<file path="src/rtl/mips8_dbg_pkg.sv">
// Shared types and helpers for the MIPS8 debug dump sequencer.
// Holds the FSM state encoding, default scan depths and the item-index decode.
package mips8_dbg_pkg;

  localparam int RF_DEPTH_DEFAULT = 4;
  localparam int DM_DEPTH_DEFAULT = 16;
  localparam int IDX_W = $clog2(RF_DEPTH_DEFAULT + DM_DEPTH_DEFAULT);

  typedef enum logic [2:0] {
    ST_IDLE,
    ST_START,
    ST_ARM,
    ST_RUN,
    ST_READ,
    ST_SEND,
    ST_DONE
  } state_t;

  typedef struct packed {
    logic       is_dm;
    logic [3:0] addr;
  } dbg_sel_t;

  // Items below rf_base are register-file entries; the rest map onto data memory.
  function automatic dbg_sel_t idx_decode(input logic [IDX_W-1:0] idx,
                                          input logic [IDX_W-1:0] rf_base);
    dbg_sel_t sel;
    sel.is_dm = (idx >= rf_base);
    sel.addr  = sel.is_dm ? 4'(idx - rf_base) : 4'(idx);
    return sel;
  endfunction

endpackage

</file>
<file path="src/rtl/mips8_dump_sequencer_run_watchdog.sv">
// Saturating cycle counter bounding one CPU run.
// expired is asserted while enabled and the count sits at MAX_RUN_CYCLES-1.
module run_watchdog #(
  parameter int MAX_RUN_CYCLES = 4096
) (
  input  logic clk,
  input  logic rst_n,
  input  logic clear,
  input  logic enable,
  output logic expired
);

  localparam int CNT_W = $clog2(MAX_RUN_CYCLES);
  localparam logic [CNT_W-1:0] LIMIT = CNT_W'(MAX_RUN_CYCLES - 1);

  logic [CNT_W-1:0] count;

  // Stops at LIMIT so a long stall can never wrap back to a small count.
  always_ff @(posedge clk or negedge rst_n) begin
    if (!rst_n) begin
      count <= '0;
    end else if (clear) begin
      count <= '0;
    end else if (enable && (count != LIMIT)) begin
      count <= count + CNT_W'(1);
    end
  end

  assign expired = enable && (count == LIMIT);

endmodule

</file>
<file path="src/rtl/mips8_dump_sequencer.sv">
// Run-and-dump controller: starts the CPU, waits for halt or watchdog, then
// streams every RF entry and DM byte as tagged items on a valid/ready port.
module mips8_dump_sequencer
  import mips8_dbg_pkg::*;
#(
  parameter int RF_DEPTH       = RF_DEPTH_DEFAULT,
  parameter int DM_DEPTH       = DM_DEPTH_DEFAULT,
  parameter int DATA_W         = 8,
  parameter int MAX_RUN_CYCLES = 4096
) (
  input  logic              clk,
  input  logic              rst_n,
  input  logic              go,
  output logic              busy,
  output logic              done,
  output logic              timed_out,
  output logic              cpu_start,
  input  logic              cpu_stopped,
  output logic              dbg_is_dm,
  output logic [3:0]        dbg_addr,
  input  logic [DATA_W-1:0] dbg_data,
  output logic              out_valid,
  input  logic              out_ready,
  output logic [DATA_W-1:0] out_data,
  output logic              out_is_dm,
  output logic [3:0]        out_addr,
  output logic              out_last
);

  localparam logic [IDX_W-1:0] RF_BASE  = IDX_W'(RF_DEPTH);
  localparam logic [IDX_W-1:0] LAST_IDX = IDX_W'(RF_DEPTH + DM_DEPTH - 1);

  state_t           state, next_state;
  logic [IDX_W-1:0] item_idx;
  logic             wd_clear, wd_enable, wd_expired, timeout_hit;
  dbg_sel_t         sel;

  // The debug port follows the index register, so it holds its last value outside READ.
  assign sel       = idx_decode(item_idx, RF_BASE);
  assign dbg_is_dm = sel.is_dm;
  assign dbg_addr  = sel.addr;

  assign wd_clear  = (state == ST_IDLE) && go;
  assign wd_enable = (state == ST_ARM) || (state == ST_RUN);

  assign busy      = (state != ST_IDLE);
  assign done      = (state == ST_DONE);
  assign cpu_start = (state == ST_START);
  assign out_valid = (state == ST_SEND);

  run_watchdog #(
    .MAX_RUN_CYCLES(MAX_RUN_CYCLES)
  ) u_run_watchdog (
    .clk    (clk),
    .rst_n  (rst_n),
    .clear  (wd_clear),
    .enable (wd_enable),
    .expired(wd_expired)
  );

  always_ff @(posedge clk or negedge rst_n) begin
    if (!rst_n) state <= ST_IDLE;
    else        state <= next_state;
  end

  // ARM only exits on a falling halt flag, so a CPU stuck in halt runs into the watchdog.
  always_comb begin
    next_state  = state;
    timeout_hit = 1'b0;
    unique case (state)
      ST_IDLE:  if (go) next_state = ST_START;
      ST_START: next_state = ST_ARM;
      ST_ARM: begin
        if (!cpu_stopped) begin
          next_state = ST_RUN;
        end else if (wd_expired) begin
          next_state  = ST_READ;
          timeout_hit = 1'b1;
        end
      end
      ST_RUN: begin
        if (cpu_stopped) begin
          next_state = ST_READ;
        end else if (wd_expired) begin
          next_state  = ST_READ;
          timeout_hit = 1'b1;
        end
      end
      ST_READ:  next_state = ST_SEND;
      ST_SEND:  if (out_ready) next_state = out_last ? ST_DONE : ST_READ;
      ST_DONE:  next_state = ST_IDLE;
      default:  next_state = ST_IDLE;
    endcase
  end

  always_ff @(posedge clk or negedge rst_n) begin
    if (!rst_n) begin
      timed_out <= 1'b0;
      item_idx  <= '0;
      out_data  <= '0;
      out_is_dm <= 1'b0;
      out_addr  <= '0;
      out_last  <= 1'b0;
    end else begin
      if (wd_clear)         timed_out <= 1'b0;
      else if (timeout_hit) timed_out <= 1'b1;

      if (wd_enable && (next_state == ST_READ)) begin
        item_idx <= '0;
      end else if ((state == ST_SEND) && out_ready && !out_last) begin
        item_idx <= item_idx + IDX_W'(1);
      end

      // Captured once per item; held untouched for the whole SEND stall.
      if (state == ST_READ) begin
        out_data  <= dbg_data;
        out_is_dm <= sel.is_dm;
        out_addr  <= sel.addr;
        out_last  <= (item_idx == LAST_IDX);
      end
    end
  end

endmodule

</file>
<file path="config.mk">
export PLATFORM = sky130hd
export DESIGN_NAME = mips8_dump_sequencer
export DESIGN_NICKNAME = d
export VERILOG_FILES = /design/src/rtl/mips8_dbg_pkg.sv /design/src/rtl/mips8_dump_sequencer_run_watchdog.sv /design/src/rtl/mips8_dump_sequencer.sv
export SDC_FILE = /design/constraint.sdc
export NUM_CORES = 1
export LEC_CHECK = 0
export ABC_AREA = 1
export BUFFER_PORTS_ARGS = -buffer_cell sky130_fd_sc_hd__buf_4
export CAP_MARGIN = 20
export CORE_MARGIN = 3
export CORE_UTILIZATION = 36
export DETAILED_ROUTE_END_ITERATION = 16
export SLEW_MARGIN = 40
export SYNTH_ARGS = -nofsm -noshare
export SYNTH_HDL_FRONTEND = slang
export SYNTH_HIERARCHICAL = 1
export SYNTH_SLANG_ARGS = --single-unit
</file>
<file path="constraint.sdc">
create_clock -name clk -period 2.62 [get_ports clk]
set_input_delay 0.393 -clock clk [delete_from_list [all_inputs] [get_ports clk]]
set_output_delay 0.393 -clock clk [all_outputs]
set_load 0.01 [all_outputs]
</file>
==> metrics.txt <==
status=completed; Least-Margin Pin Slew=0.483 ns; main combinational cell family by area after synthesis=simple AND/OR/NAND/NOR gates; Post-synth EDFFs=0; clk_skew=0.00492 ns; share of flip-flops with an asynchronous set or reset=1.00; reg-to-reg slack, setup=0.74 ns; r2r worst-path depth=10; CTS tree=built; Wirelength per Cell=11.6 um; syn nets=290; GRT Overall Usage=0.150; syn avg cell area=7.46 sq um; Synth Area in Adders=0.0371; top-count cell post-synth=nand2_1; H-tree depth=2; Synth area leaders=dfrtp_1 43%, nand2_1 17%, nand3_1 8.9%; maximum buffer depth of the clock tree=2; antenna viol nets, final=0; fin crit share=0.742; Critical Path Stages=7; Hold Crit Class=input port to asynchronous set/reset pin; Final Core Density=0.457; Tmin final=1.94 ns; vias per std cell=4.76; CP Launch Type=flop; core area=0.00527 sq mm; Root Buffer=clkbuf_8; Crit Path Class=flop to output pin; Synth top cells by count=91 x nand2_1, 36 x nand3_1, 35 x dfrtp_1; CP Buf/Inv Count=3; Ant. Diodes=0; sequential share of the synthesized area=0.433; complex-gate fraction of the synthesized area=0.0446; final wirelength=4390 um; Worst Path Max Fanout=6; CP max stage delay=0.45 ns; reg-to-reg startpoint=u_run_watchdog/count[0]; Power Total=2.01 mW; Synth Area in Simple Gates=0.370; Most used DFF post-synth=dfrtp_1; Final TNS setup=0 ns; metal3 WL=229 um; Data arrival, critical path=1.55 ns; Top-Level Pins=37; Setup crit end=dbg_addr[3]; FP Rows=26; Cells after Synth=271; Ys Warns=6; Highest Clock Rate=514 MHz; vias in the first global route=1689; #FFs+latches synth=35; PortBufs=36; Crit Reg-Reg Endpoint=item_idx[3]; mux contribution to synthesized area=0; final hold vios=0; worst-path cell chain=inv_1 > ha_1 > nand2_1 > nand4_1 > nand2_1 > inv_1 > buf_4; fin cells=377; Post-Syn Area=0.00202 sq mm; xor/xnor cell area share of the yosys netlist=0.0173; CP max-delay cell=dfrtp_1; 1st-pass router iterations=4; uppermost routed layer=met4; Detailed Place HPWL=3200 um; CTS buffer count=5; DP Cell Count=370; total gr overflow=0; Residual DRC=0; max_slew headroom=0.676; Final setup viols=0; Pwr Density=833 mW/mm^2; share of the synthesized area in the top cell type=0.433; worst vdd ir=0.531 mV; area grow syn2layout=19.1%; largest net degree at the start of global routing=36; met2 WL=2010 um; Top Family by Delay on Critical Path=flip-flops; number of post-CTS setup repair buffers=0; RSZ-0062 raised after global routing=false; first-pass GRT wire length=7770 um; initial antenna violation count=0; Pins Over Slew Limit=0; Filler Cell Count=531; CTS resizes=0; clk slew on worst S/H paths=0.07 ns; CP Launch Point=item_idx[0]; max cap viols=0; final hold slack=0.0476 ns; Die H=80.9 um; Leak Pwr=1.33 nW; die footprint=0.00655 sq mm; Skew-Pair Late Insertion Delay=0.28 ns; critical path endpoint category=output pin; layout net count=326; Worst EP required=2.23 ns; number of distinct library cells after synthesis=27; met1 WL=2110 um; die width=80.9 um; TritonCTS Sinks=35; layout cells sized above 1=0.189; First DRT Iteration DRCs=101; Hold Buf Count CTS=0; Synth area leader=dfrtp_1; Placer Congestion=0.858; Initial Utilization=0.384; vias=1793
power by group:
group | internal, mW | switching, mW
registers | 0.680 | 0.143
logic | 0.317 | 0.472
clock network | 0.206 | 0.189
total | 1.20 | 0.804
cell families after synthesis:
family / Yosys count
and+or+nand+nor: 166
xor gates and xnor gates: 4
buffers and inverters: 44
DFF: 35
adders and majority gates: 6
AOI/OAI and AO/OA: 16
worst reg2reg max path, cell delays in order (launching register included):
cell	delay, ns
dfrtp_1	0.39
ha_1	0.21
nand2_2	0.11
nor2_4	0.19
nand3_4	0.12
nor2_1	0.19
nand2_1	0.11
a21oi_2	0.18
nand2_4	0.12
nand3_1	0.10
nand2_1	0.06
placed cells by master (no fill, tap or decap), drive strengths merged, types with 4 or more instances in the layout:
cell type	Yosys	final
dfrtp	35	35
nand2	96	96
a21oi	4	4
clkbuf	0	6
ha	6	6
inv	36	36
xor2	4	4
nand4	5	5
nand3	38	38
nor2	25	25
o21ai	9	9
buf	7	36
how the worst min path moves through the flow:
stage / end / start / depth (start not counted)
after CTS: out_last / rst_n / 1
after global placement: state[1] / rst_n / 1
after global routing: out_last / rst_n / 1
after floorplan: item_idx[0] / rst_n / 0
after detailed placement: state[1] / rst_n / 1
final: state[1] / rst_n / 1
stage by stage:
step / instance area [sq um] / setup WS (ns)
3_3_place_gp: 2320 / 0.757
6_report: 2410 / 0.675
2_1_floorplan: 2020 / 0.979
5_1_grt: 2410 / 0.547
3_5_place_dp: 2320 / 0.725
4_1_cts: 2410 / 0.658
area by class of cell:
cell class / instances / area [sq um] / area share
well taps: 70 / 87.6 / 0.0364
clock inverters: 1 / 5.00 / 0.00208
multi-input cells: 192 / 948 / 0.394
flip-flops and latches: 35 / 876 / 0.364
clock buffers: 6 / 82.6 / 0.0343
repair buffers: 36 / 270 / 0.112
inverters: 37 / 139 / 0.0577
sequential cells by signal (all words and copies together), names as in the netlist:
name	cells
out_last	1
out_data	8
out_is_dm	1
timed_out	1
item_idx	5
out_addr	4
state	3
u_run_watchdog/count	12
metal layers:
| metal | global-route usage | vias to the layer above |
|---|---|---|
| met5 | 0 | - |
| met2 | 0.236 | 39 |
| met1 | 0.199 | 830 |
| met4 | 0.0456 | 0 |
| met3 | 0.0421 | 5 |
| li1 | - | 919 |
No activity file was read; power rests on OpenSTA's default activity.
